`config.mk`:
```
export PLATFORM = sky130hd
export DESIGN_NAME = tile_burst_rr_arbiter
export DESIGN_NICKNAME = d
export VERILOG_FILES = /design/src/rtl/tile_burst_rr_arbiter.sv
export SDC_FILE = /design/constraint.sdc
export NUM_CORES = 1
export LEC_CHECK = 0
export ABC_AREA = 1
export BUFFER_PORTS_ARGS = -buffer_cell sky130_fd_sc_hd__buf_2
export CORE_AREA = 2 2 108 110
export DETAILED_ROUTE_END_ITERATION = 10
export DIE_AREA = 0 0 110 112
export PLACE_DENSITY = 0.59
export SLEW_MARGIN = 20
export SYNTH_ARGS = -nofsm -noshare
export SYNTH_HDL_FRONTEND = slang
export SYNTH_SLANG_ARGS = --single-unit
```
`constraint.sdc`:
```
create_clock -name clk_i -period 3.5 [get_ports clk_i]
set_input_delay 0.35 -clock clk_i [delete_from_list [all_inputs] [get_ports clk_i]]
set_output_delay 0.35 -clock clk_i [all_outputs]
set_load 0.1 [all_outputs]
```
`src/rtl/tile_burst_rr_arbiter.sv`:
```
// Round-robin arbiter with burst locking onto one valid/ready channel; 0-cycle latency.
// Backpressure: out_ready_i passes straight through to the granted requester only.
module tile_burst_rr_arbiter #(
  parameter int unsigned NumReq        = 3,
  parameter int unsigned DataWidth     = 64,
  parameter int unsigned MaxBurstBeats = 256,
  localparam int unsigned IdxW         = (NumReq > 1) ? $clog2(NumReq) : 1
) (
  input  logic                          clk_i,
  input  logic                          rst_ni,
  input  logic [NumReq-1:0]             req_valid_i,
  output logic [NumReq-1:0]             req_ready_o,
  input  logic [NumReq*DataWidth-1:0]   req_data_i,
  input  logic [NumReq-1:0]             req_last_i,
  input  logic [NumReq-1:0]             enable_i,
  output logic                          out_valid_o,
  input  logic                          out_ready_i,
  output logic [DataWidth-1:0]          out_data_o,
  output logic                          out_last_o,
  output logic [IdxW-1:0]               out_idx_o,
  output logic                          busy_o,
  output logic                          err_o
);

  localparam int unsigned CntW = $clog2(MaxBurstBeats + 1);

  typedef enum logic {IDLE, LOCKED} state_e;

  state_e              state;
  logic [IdxW-1:0]     lock_idx;
  logic [IdxW-1:0]     rr_ptr;
  logic [CntW-1:0]     beat_cnt;
  logic                err;

  logic                sel_vld;
  logic [IdxW-1:0]     sel_idx;
  logic [2*NumReq-1:0] cand2;
  logic [IdxW:0]       sum;
  logic                hs;

  function automatic logic [IdxW-1:0] wrap_inc(input logic [IdxW-1:0] v);
    return (v == IdxW'(NumReq - 1)) ? '0 : v + IdxW'(1);
  endfunction

  // Rotating the doubled candidate vector by rr_ptr puts the search start at bit 0.
  always_comb begin
    sel_vld = 1'b0;
    sel_idx = rr_ptr;
    sum     = '0;
    cand2   = {req_valid_i & enable_i, req_valid_i & enable_i} >> rr_ptr;
    if (state == LOCKED) begin
      sel_vld = 1'b1;
      sel_idx = lock_idx;
    end else begin
      for (int unsigned k = 0; k < NumReq; k++) begin
        if (!sel_vld && cand2[k]) begin
          sel_vld = 1'b1;
          sum     = {1'b0, rr_ptr} + (IdxW+1)'(k);
          if (sum >= (IdxW+1)'(NumReq)) sum = sum - (IdxW+1)'(NumReq);
          sel_idx = sum[IdxW-1:0];
        end
      end
    end
  end

  always_comb begin
    out_valid_o = 1'b0;
    out_data_o  = '0;
    out_last_o  = 1'b0;
    out_idx_o   = sel_idx;
    req_ready_o = '0;
    for (int unsigned i = 0; i < NumReq; i++) begin
      if (sel_vld && sel_idx == IdxW'(i)) begin
        out_valid_o    = req_valid_i[i];
        out_data_o     = req_data_i[i*DataWidth +: DataWidth];
        out_last_o     = req_last_i[i];
        req_ready_o[i] = out_ready_i;
      end
    end
  end

  assign hs     = out_valid_o & out_ready_i;
  assign busy_o = (state == LOCKED);
  assign err_o  = err;

  always_ff @(posedge clk_i or negedge rst_ni) begin
    if (!rst_ni) begin
      state    <= IDLE;
      lock_idx <= '0;
      rr_ptr   <= '0;
      beat_cnt <= '0;
      err      <= 1'b0;
    end else begin
      if (hs && !out_last_o && beat_cnt == CntW'(MaxBurstBeats - 1)) err <= 1'b1;
      if (hs && out_last_o) begin
        state    <= IDLE;
        rr_ptr   <= wrap_inc(sel_idx);
        beat_cnt <= '0;
      end else if (sel_vld) begin
        // A stalled first beat also locks, so the offered beat cannot be swapped.
        state    <= LOCKED;
        lock_idx <= sel_idx;
        if (hs && beat_cnt != CntW'(MaxBurstBeats)) beat_cnt <= beat_cnt + CntW'(1);
      end
    end
  end

`ifndef SYNTHESIS
  a_ready_onehot: assert property (@(posedge clk_i) disable iff (!rst_ni)
    $onehot0(req_ready_o));
  a_stall_stable: assert property (@(posedge clk_i) disable iff (!rst_ni)
    out_valid_o && !out_ready_i |=> $stable({out_valid_o, out_data_o, out_last_o, out_idx_o}));
`endif

endmodule

```
==> flow_summary.yaml, run 1 <==
status:
  status: "complete, no violations"
flow_run:
  maxCapViolCount: 0
route:
  drc: 0
  viasPerCell: 4.73
  drt_iter0_markers: 433
  avgRoutedWirePerCell_um: 15.6
  ant_nets: 0
  wirelength_mm: 13.8
  vias: 4186
  drtPass1Iterations: 5
setup_path:
  cp_max_fo: 38
  path_class: "flip-flop to output port"
  cp-start-kind: "flip-flop"
  required_ns: 3.15
  crit_path_end_kind: "output port"
  r2r_cells: 17
  cp.arrival_ns: 2.83
timing:
  hold_slack_ns: 0.00934
  grt_setup_unrepaired: "no"
  min_period_ns: 3.18
  fmax_mhz: 315
  slew-limit-headroom_pct: 62.7
  worst_clock_skew_ns: 0.00104
  fin_ws_ns: 0.325
  worst_slew_pin_slew_ns: 0.556
  hold_violations: 0
  fin_crit_sh_pct: 90.7
  slew_viol_final: 0
  setup_viol: 0
yosys:
  synth_top_cell_by_area: "nand3_1"
  synth-seq-cells: 15
  synth_most_common_cell: "nand2_1"
  synth_fp_nets: 688
  yosys_warnings: 0
  synth_edf_count: 0
  avgSynthCellArea_um2: 5.49
  synth_commonest_cells: "nand2_1 (187), nand3_1 (158), inv_1 (22)"
  yosysTopAreaCellShare_pct: 30.1
  synth.area.top_cells: "nand3_1 (30%), nand2_1 (27%), dfrtp_1 (14%)"
  synth_cells: 479
  syn-cell-area_um2: 2630
  synth_ff_type: "dfrtp_1"
  synth_seq_area_share_pct: 14.3
  postSynth.asyncResetShare_pct: 100
  synth.distinct_cells: 25
clock_tree:
  clk_pin_slew_ns: 0.05
  htree_levels: 1
  cts_root_buf: "clkbuf_16"
  cts_buffers: 3
  cts_buffer_depth: 2
  cts_tree: "done"
  cts_setup_buffers: 0
  numClockSinks: 15
  clkLatencyLatePin_ns: 0.25
min_path:
  hp-class: "primary input to asynchronous set/reset pin"
placed_design:
  gp_congestion: 0.819
  place_ws_ns: 0.485
  place_hpwl_mm: 11.3
  numPortBuffers: 276
grt:
  grt_pass1_wl_mm: 20.3
  grt_antenna_before_repair: 9
  grt_overflow: 0
  grt_max_degree: 52
  grt_util_all_layers_pct: 21.0
  grt_pass1_vias: 3835
floorplanning:
  die_area_um2: 12300
  die_y_um: 112
  initial_core_util_pct: 23.5
  num_io_pins: 277
  die_w_um: 110
  coreArea_um2: 11200
  rows: 39
power_and_ir_drop:
  ir_drop_mv: 0.242
  p_leak_nw: 2.66
  cellPowerDensity_nw_per_um2: 103
layout:
  fin_nets: 947
  area_growth_pct: 98.1
  layout-drive-gt1-share_pct: 43.0
critical path, stage by stage, from the launching register on:
cell and delay (ns):
dfrtp_2 0.48, nand3_1 0.16, nand3_2 0.13, nand2_4 0.13
nand2_1 0.08, nand2_1 0.06, nand3_1 0.11, nand2_2 0.11
nand2_4 0.08, nor2_1 0.15, nand2_1 0.10, inv_2 0.26
buf_12 0.24, nand2_1 0.09, nand3_1 0.17, buf_12 0.20
placed cells by master (no fill, tap or decap), drive strengths merged:
cell type	instances
dfrtp	15
nor3	5
buf	284
diode	5
o21bai	1
nand2	193
nand4	10
inv	26
clkbuf	4
o21ai	2
nor2	14
ha	5
nor4	1
xor2	6
a21boi	1
nand3	170
what timing repair did:
item | 4_1_cts | 5_1_grt
endpoints found under the setup margin | 0 | 1
resized for setup | 0 | 1
hold buffers | 0 | 0
state kept, by name, indices dropped and copies added, names as in the netlist:
signal and flops:
lock_idx 2, busy_o 1, rr_ptr 2, beat_cnt 9
err_o 1
final cells by class:
| type | count | area (um2) |
|---|---|---|
| Fill cell | 1158 | 5960 |
| Timing Repair Buffer | 284 | 2460 |
| Multi-Input combinational cell | 408 | 2010 |
| Sequential cell | 15 | 377 |
| Tap cell | 143 | 179 |
| Inverter | 26 | 100 |
| Clock buffer | 4 | 78.8 |
| Antenna cell | 5 | 12.5 |
through the flow:
| step | TNS (ns) | instances | util [%] | area, um2 | power [mW] |
|---|---|---|---|---|---|
| 4_1_cts | 0 | 880 | 46.5 | 5200 | 0.548 |
| 3_3_place_gp | 0 | 876 | 45.8 | 5120 | 0.313 |
| 2_1_floorplan | -0.902 | 479 | - | 2630 | 0.191 |
| 3_5_place_dp | 0 | 876 | 45.8 | 5120 | 0.314 |
| 6_report | 0 | 885 | 46.7 | 5210 | 0.538 |
| 5_1_grt | 0 | 882 | 46.6 | 5210 | 0.567 |
final timing paths:
check,start,to,slack (ns)
worst max-delay path,rr_ptr[0],out_data_o[38],0.32
worst min-delay path,rst_ni,beat_cnt[6],0.009
worst max register to register,rr_ptr[0],beat_cnt[4],0.79
worst min register to register,lock_idx[1],lock_idx[1],0.47
max in group asynchronous,rst_ni,rr_ptr[0],3.20
min in group clk_i,lock_idx[1],lock_idx[1],0.47
power by group:
group / total (mW) / switching [mW] / internal (mW)
Clock: 0.226 / 0.0718 / 0.155
Combinational: 0.138 / 0.0544 / 0.0838
Sequential: 0.174 / 0 / 0.174
Total: 0.538 / 0.126 / 0.412
cells by family after synthesis:
kind of cell    Yosys count  share of synthesized area, %
flops                    15                          14.3
buf+inv                  56                          9.65
compound gates            4                          1.09
simple gates            393                          70.6
xor+xnor                  6                          2.00
fa+ha+maj                 5                          2.38
metal layers:
| layer | vias to the layer above | part of all wire (%) | wire [um] | GRT usage, % |
|---|---|---|---|---|
| met3 | 18 | 12 | 1600 | 7.61 |
| met5 | - | 0.25 | 35 | 0 |
| met1 | 1845 | 39 | 5430 | 26.1 |
| met4 | 6 | 1.1 | 150 | 2.70 |
| li1 | 2113 | - | - | - |
| met2 | 204 | 48 | 6590 | 35.5 |
(Power assumes the default switching activity.)
==> run 2: changes to the inputs <==
- BUFFER_PORTS_ARGS: -buffer_cell sky130_fd_sc_hd__buf_2 -> -buffer_cell sky130_fd_sc_hd__buf_4
==> run 2 against run 1 <==
  * Sequential cell count did not move
  * Highest routed layer unchanged
  * Clock power is essentially flat
  * Count of clock-buffer cells in the layout unchanged
  * Maximum frequency decreased by 0.61%
  * Sequential power is essentially flat
  * Utilization shrank 2.7 points
  * Critical path depth is 2 higher
  * Worst setup slack got worse by 0.020 ns
  * Clock skew barely moved
  * Sequential share of layout area is 0.44 points higher
  * Largest cell class unchanged
  * Largest power group unchanged
==> flow_summary.yaml, run 2 (synthesized netlist as in run 1, its figures left out) <==
status:
  status: "complete, no violations"
grt:
  grt_pass1_vias: 3957
  grt_antenna_before_repair: 2
  grt_pass1_wl_mm: 20.7
  grt_max_degree: 46
  grt_overflow: 0
  grt_util_all_layers_pct: 21.4
setup_path:
  path_class: "flip-flop to output port"
  crit_path_end_kind: "output port"
  required_ns: 3.15
  cp-start-kind: "flip-flop"
  cp.arrival_ns: 2.84
  cp_max_fo: 38
clock_tree:
  htree_levels: 1
  cts_root_buf: "clkbuf_16"
  numClockSinks: 15
  cts_buffer_depth: 2
  cts_buffers: 3
  clkLatencyLatePin_ns: 0.25
  cts_tree: "done"
  clk_pin_slew_ns: 0.05
power_and_ir_drop:
  p_leak_nw: 2.67
  finalPower_mw: 0.601
  cellPowerDensity_nw_per_um2: 122
  ir_drop_mv: 0.158
floorplanning:
  initial_core_util_pct: 23.5
  die_area_um2: 12300
  rows: 39
  coreArea_um2: 11200
  die_y_um: 112
  die_w_um: 110
  num_io_pins: 277
timing:
  slew_viol_final: 0
  fmax_mhz: 313
  setup_viol: 0
  fin_crit_sh_pct: 91.3
  hold_violations: 0
  worst_slew_pin_slew_ns: 0.562
  hold_slack_ns: 0.465
  min_period_ns: 3.19
  slew-limit-headroom_pct: 62.2
  worst_clock_skew_ns: 0.00105
  grt_setup_unrepaired: "no"
  setup-tns-final_ns: 0
layout:
  layout-drive-gt1-share_pct: 43.0
  top_register: "beat_cnt"
  area_growth_pct: 86.7
  largestRegisters: "beat_cnt (9), lock_idx (2), rr_ptr (2)"
  fin_nets: 948
  largest_register_ffs: 9
  final_common_cell: "buf_4"
  final_core_util_pct: 44.0
  mostFrequentLayoutCells: "buf_4 (282), nand2_1 (187), nand3_1 (158), inv_1 (22), dfrtp_1 (14)"
  final_area_um2: 4910
route:
  avgRoutedWirePerCell_um: 15.8
  drt_iter0_markers: 202
  viasPerCell: 4.79
  vias: 4221
  wirelength_mm: 14.0
  drc: 0
  ant_nets: 0
  drtPass1Iterations: 4
min_path:
  hp-class: "primary input to flip-flop"
flow_run:
  maxCapViolCount: 0
placed_design:
  numPortBuffers: 276
  place_hpwl_mm: 11.4
  postPlaceCellArea_um2: 4820
  gp_congestion: 0.975
==> run 2: cell types whose count changed in the layout (fill, tap and decap cells not counted) <==
cell           delta
buf_12           -66
buf_2           -210
diode_2           -4
dlygate4sd3_1     +1
buf_4           +276
==> run 2: power breakdown <==
part           total (mW)  switching [mW]  internal (mW)
logic               0.200          0.0535          0.147
registers           0.174               0          0.174
clock network       0.227          0.0726          0.155
==> run 2: area by class of cell <==
class | instances | area, um2
tap | 143 | 179
antenna | 1 | 2.50
inverter | 26 | 100
sequential | 15 | 377
multi-input combinational | 408 | 2010
timing repair buffer | 285 | 2170
fill | 1206 | 6260
clock buffer | 4 | 78.8
==> run 2: final timing paths <==
kind,from,end,slack [ns],cells after the start
max in group asynchronous,rst_ni,rr_ptr[0],2.80,2
min,req_last_i[0],err_o,0.47,4
max reg2reg,rr_ptr[1],beat_cnt[0],0.81,15
min in group asynchronous,rst_ni,beat_cnt[1],0.50,2
min reg2reg,lock_idx[0],lock_idx[0],0.47,2
max,rr_ptr[0],out_data_o[41],0.31,17
==> run 2: per-stage QoR <==
step | cells | setup slack [ns]
2_1_floorplan | 479 | -0.451
3_3_place_gp | 876 | 0.509
5_1_grt | 882 | 0.0779
3_5_place_dp | 876 | 0.435
4_1_cts | 881 | 0.153
6_report | 882 | 0.305
==> run 2: worst max-delay path, cell delays in order (launching register included) <==
cell and delay [ns]:
dfrtp_2 0.48, inv_4 0.11, nand3_2 0.09, nand2_1 0.08, nand2_1 0.06, nand2_1 0.11
nand2_1 0.08, nand2_1 0.06, nand3_1 0.11, nand2_2 0.11, nand2_4 0.08, nor2_1 0.15
nand2_1 0.10, inv_2 0.24, buf_12 0.24, nand2_1 0.07, nand3_1 0.11, buf_4 0.31
==> run 2: routing by layer <==
metal	wire [um]	global-route usage (%)	vias to the layer above
met5	16	0	-
met4	224	3.38	2
met3	1620	8.26	14
met2	6860	37.0	184
met1	5230	25.2	1910
li1	-	-	2111
==> run 2: what timing repair did <==
action / CTS / global route
hold buffers: 1 / 0
buffers inserted: 0 / 0
endpoints found under the setup margin: 0 / 33
hold endpoints to repair: 15 / 0
gates resized for setup: 0 / 1
==> run 3: changes to the inputs <==
- CTS_BUF_LIST: not set -> sky130_fd_sc_hd__clkbuf_4 sky130_fd_sc_hd__clkbuf_8
==> run 3 against run 2 <==
  * Register-to-register slack hardly changed
  * Via count hardly changed
  * Worst setup slack worse by 0.00063 ns
  * Sequential share of layout area hardly changed
  * First-iteration DRC count is 3.5% higher
  * Sequential cell count stayed put
  * Maximum frequency hardly changed
  * Final area is 0.61% lower
  * Sequential power hardly changed
  * Critical path depth stayed put
  * Combinational power hardly changed
==> flow_summary.yaml, run 3 (synthesized netlist as in run 1, its figures left out) <==
status:
  status: "complete, no violations"
floorplanning:
  die_w_um: 110
  initial_core_util_pct: 23.5
  die_y_um: 112
  coreArea_um2: 11200
  rows: 39
  num_io_pins: 277
  die_area_um2: 12300
layout:
  final_cells: 882
  largestRegisters: "beat_cnt (9), lock_idx (2), rr_ptr (2)"
  area_growth_pct: 85.6
  top_register: "beat_cnt"
  layout-drive-gt1-share_pct: 43.1
  final_common_cell: "buf_4"
  nFillCells: 1213
  mostFrequentLayoutCells: "buf_4 (282), nand2_1 (187), nand3_1 (158), inv_1 (22), dfrtp_1 (14)"
  largest_register_ffs: 9
  fin_nets: 948
clock_tree:
  cts_root_buf: "clkbuf_8"
  clk_pin_slew_ns: 0.07
  cts_setup_buffers: 0
  clkLatencyLatePin_ns: 0.25
  numClockSinks: 15
  cts_buffer_depth: 2
  cts_buffers: 3
  htree_levels: 1
  cts_tree: "done"
setup_path:
  path_cells: "inv_4, nand3_2, nand2_1, nand2_1, nand2_1, nand2_1, nand2_1, nand3_1, nand2_2, nand2_4, nor2_1, nand2_1, inv_2, buf_12, nand2_1, nand3_1, buf_4"
  crit_family: "simple AND/OR/NAND/NOR gates"
  reg2reg_from: "rr_ptr[1]"
  worst-r2r-setup-slack_ns: 0.81
  crit_path_end_kind: "output port"
  cp_max_fo: 38
  crit_top_cell: "nand2_1"
  required_ns: 3.15
  cp.arrival_ns: 2.85
  startpoint: "rr_ptr[0]"
  path_class: "flip-flop to output port"
  slowest_stage: "dfrtp_2"
  r2r_cells: 15
  cp-start-kind: "flip-flop"
  max_stage_delay_ns: 0.49
  worstPathBufferInverterCount: 4
  r2r_end: "beat_cnt[0]"
power_and_ir_drop:
  ir_drop_mv: 0.176
  p_leak_nw: 2.65
  intPower_mw: 0.409
  power.share.switching_pct: 22.7
  power_frac_comb_pct: 37.9
  cellPowerDensity_nw_per_um2: 108
  p_seq_share_pct: 32.8
  finalPower_mw: 0.528
  pwr-share-clk_pct: 29.3
  p_switching_mw: 0.120
placed_design:
  gp_congestion: 0.975
  placed_cells: 876
  place_hpwl_mm: 11.4
  numPortBuffers: 276
route:
  viasPerCell: 4.78
  avgRoutedWirePerCell_um: 15.8
  drtPass1Iterations: 4
  vias: 4219
  drc: 0
  wirelength_mm: 14.0
  ant_nets: 0
  drt_iter0_markers: 209
timing:
  hold_violations: 0
  setup-tns-final_ns: 0
  slew_viol_final: 0
  fmax_mhz: 313
  slew-limit-headroom_pct: 62.2
  worst_clock_skew_ns: 0.00173
  grt_setup_unrepaired: "no"
  fin_crit_sh_pct: 91.3
  min_period_ns: 3.20
  worst_slew_pin_slew_ns: 0.562
  setup_viol: 0
min_path:
  hp-class: "primary input to flip-flop"
  min_to: "err_o"
  min_path_cells: 4
  min_from: "req_last_i[0]"
grt:
  grt_max_degree: 46
  grt_pass1_vias: 3960
  grt_util_all_layers_pct: 21.3
  grt_antenna_before_repair: 2
  grt_overflow: 0
  grt_pass1_wl_mm: 20.7
flow_run:
  maxCapViolCount: 0
[run 3: cell types whose count changed in the layout (fill, tap and decap cells not counted)]
cell / change
clkbuf_1: -1
clkbuf_16: -3
clkbuf_8: +3
clkbuf_4: +1
[run 3: power groups by stage]
stage	Sequential (mW)	Clock (mW)	Combinational, mW
after detailed placement	0.177	0	0.200
after floorplan	0.177	0	0.0142
after global routing	0.173	0.167	0.217
after global placement	0.177	0	0.198
after CTS	0.173	0.158	0.202
final	0.173	0.155	0.200
[run 3: repair_timing]
item / 4_1_cts / 5_1_grt
hold buffers: 1 / 0
endpoints found under the hold margin: 15 / 0
endpoints found under the setup margin: 0 / 50
resized for setup: 0 / 1
[run 3: per-layer routing]
metal	global-route usage, %	wire, um	up-vias
met5	0	16	-
met4	2.87	216	2
met3	8.26	1620	12
met2	37.1	6910	188
met1	25.2	5210	1905
li1	-	-	2112
[run 3: how the worst max path moves through the flow]
| stage | slack, ns | endpoint | cells after the start |
|---|---|---|---|
| 6_report | 0.30 | out_data_o[41] | 17 |
| 3_3_place_gp | 0.51 | out_data_o[41] | 16 |
| 2_1_floorplan | -0.45 | req_ready_o[0] | 5 |
| 5_1_grt | 0.06 | out_data_o[41] | 16 |
| 3_5_place_dp | 0.43 | out_data_o[41] | 16 |
| 4_1_cts | 0.14 | out_data_o[41] | 16 |
[run 3: final cells by class]
type,instances,area [um2],share of cell area [%]
Timing Repair Buffer,285,2170,44.4
Multi-Input combinational cell,408,2010,41.1
Sequential cell,15,377,7.71
Tap cell,143,179,3.66
Inverter,26,100,2.05
Clock buffer,4,48.8,0.999
Antenna cell,1,2.50,0.0512
[run 3: tightest hold or removal path, delay by kind of cell]
family,cells,cell delay [ns]
and+or+nand+nor,2,0.18
buffers and inverters,1,0.08
AOI/OAI and AO/OA,1,0.06
[run 3: stage by stage]
step / util (%) / area (um2) / setup WS, ns / hold WS (ns)
floorplan: - / 2630 / -0.451 / 0.0544
global placement: 43.1 / 4820 / 0.509 / 0.219
detailed placement: 43.1 / 4820 / 0.435 / 0.222
CTS: 43.7 / 4880 / 0.143 / 0.464
global route: 43.7 / 4880 / 0.0622 / 0.485
finish: 43.7 / 4880 / 0.305 / 0.458
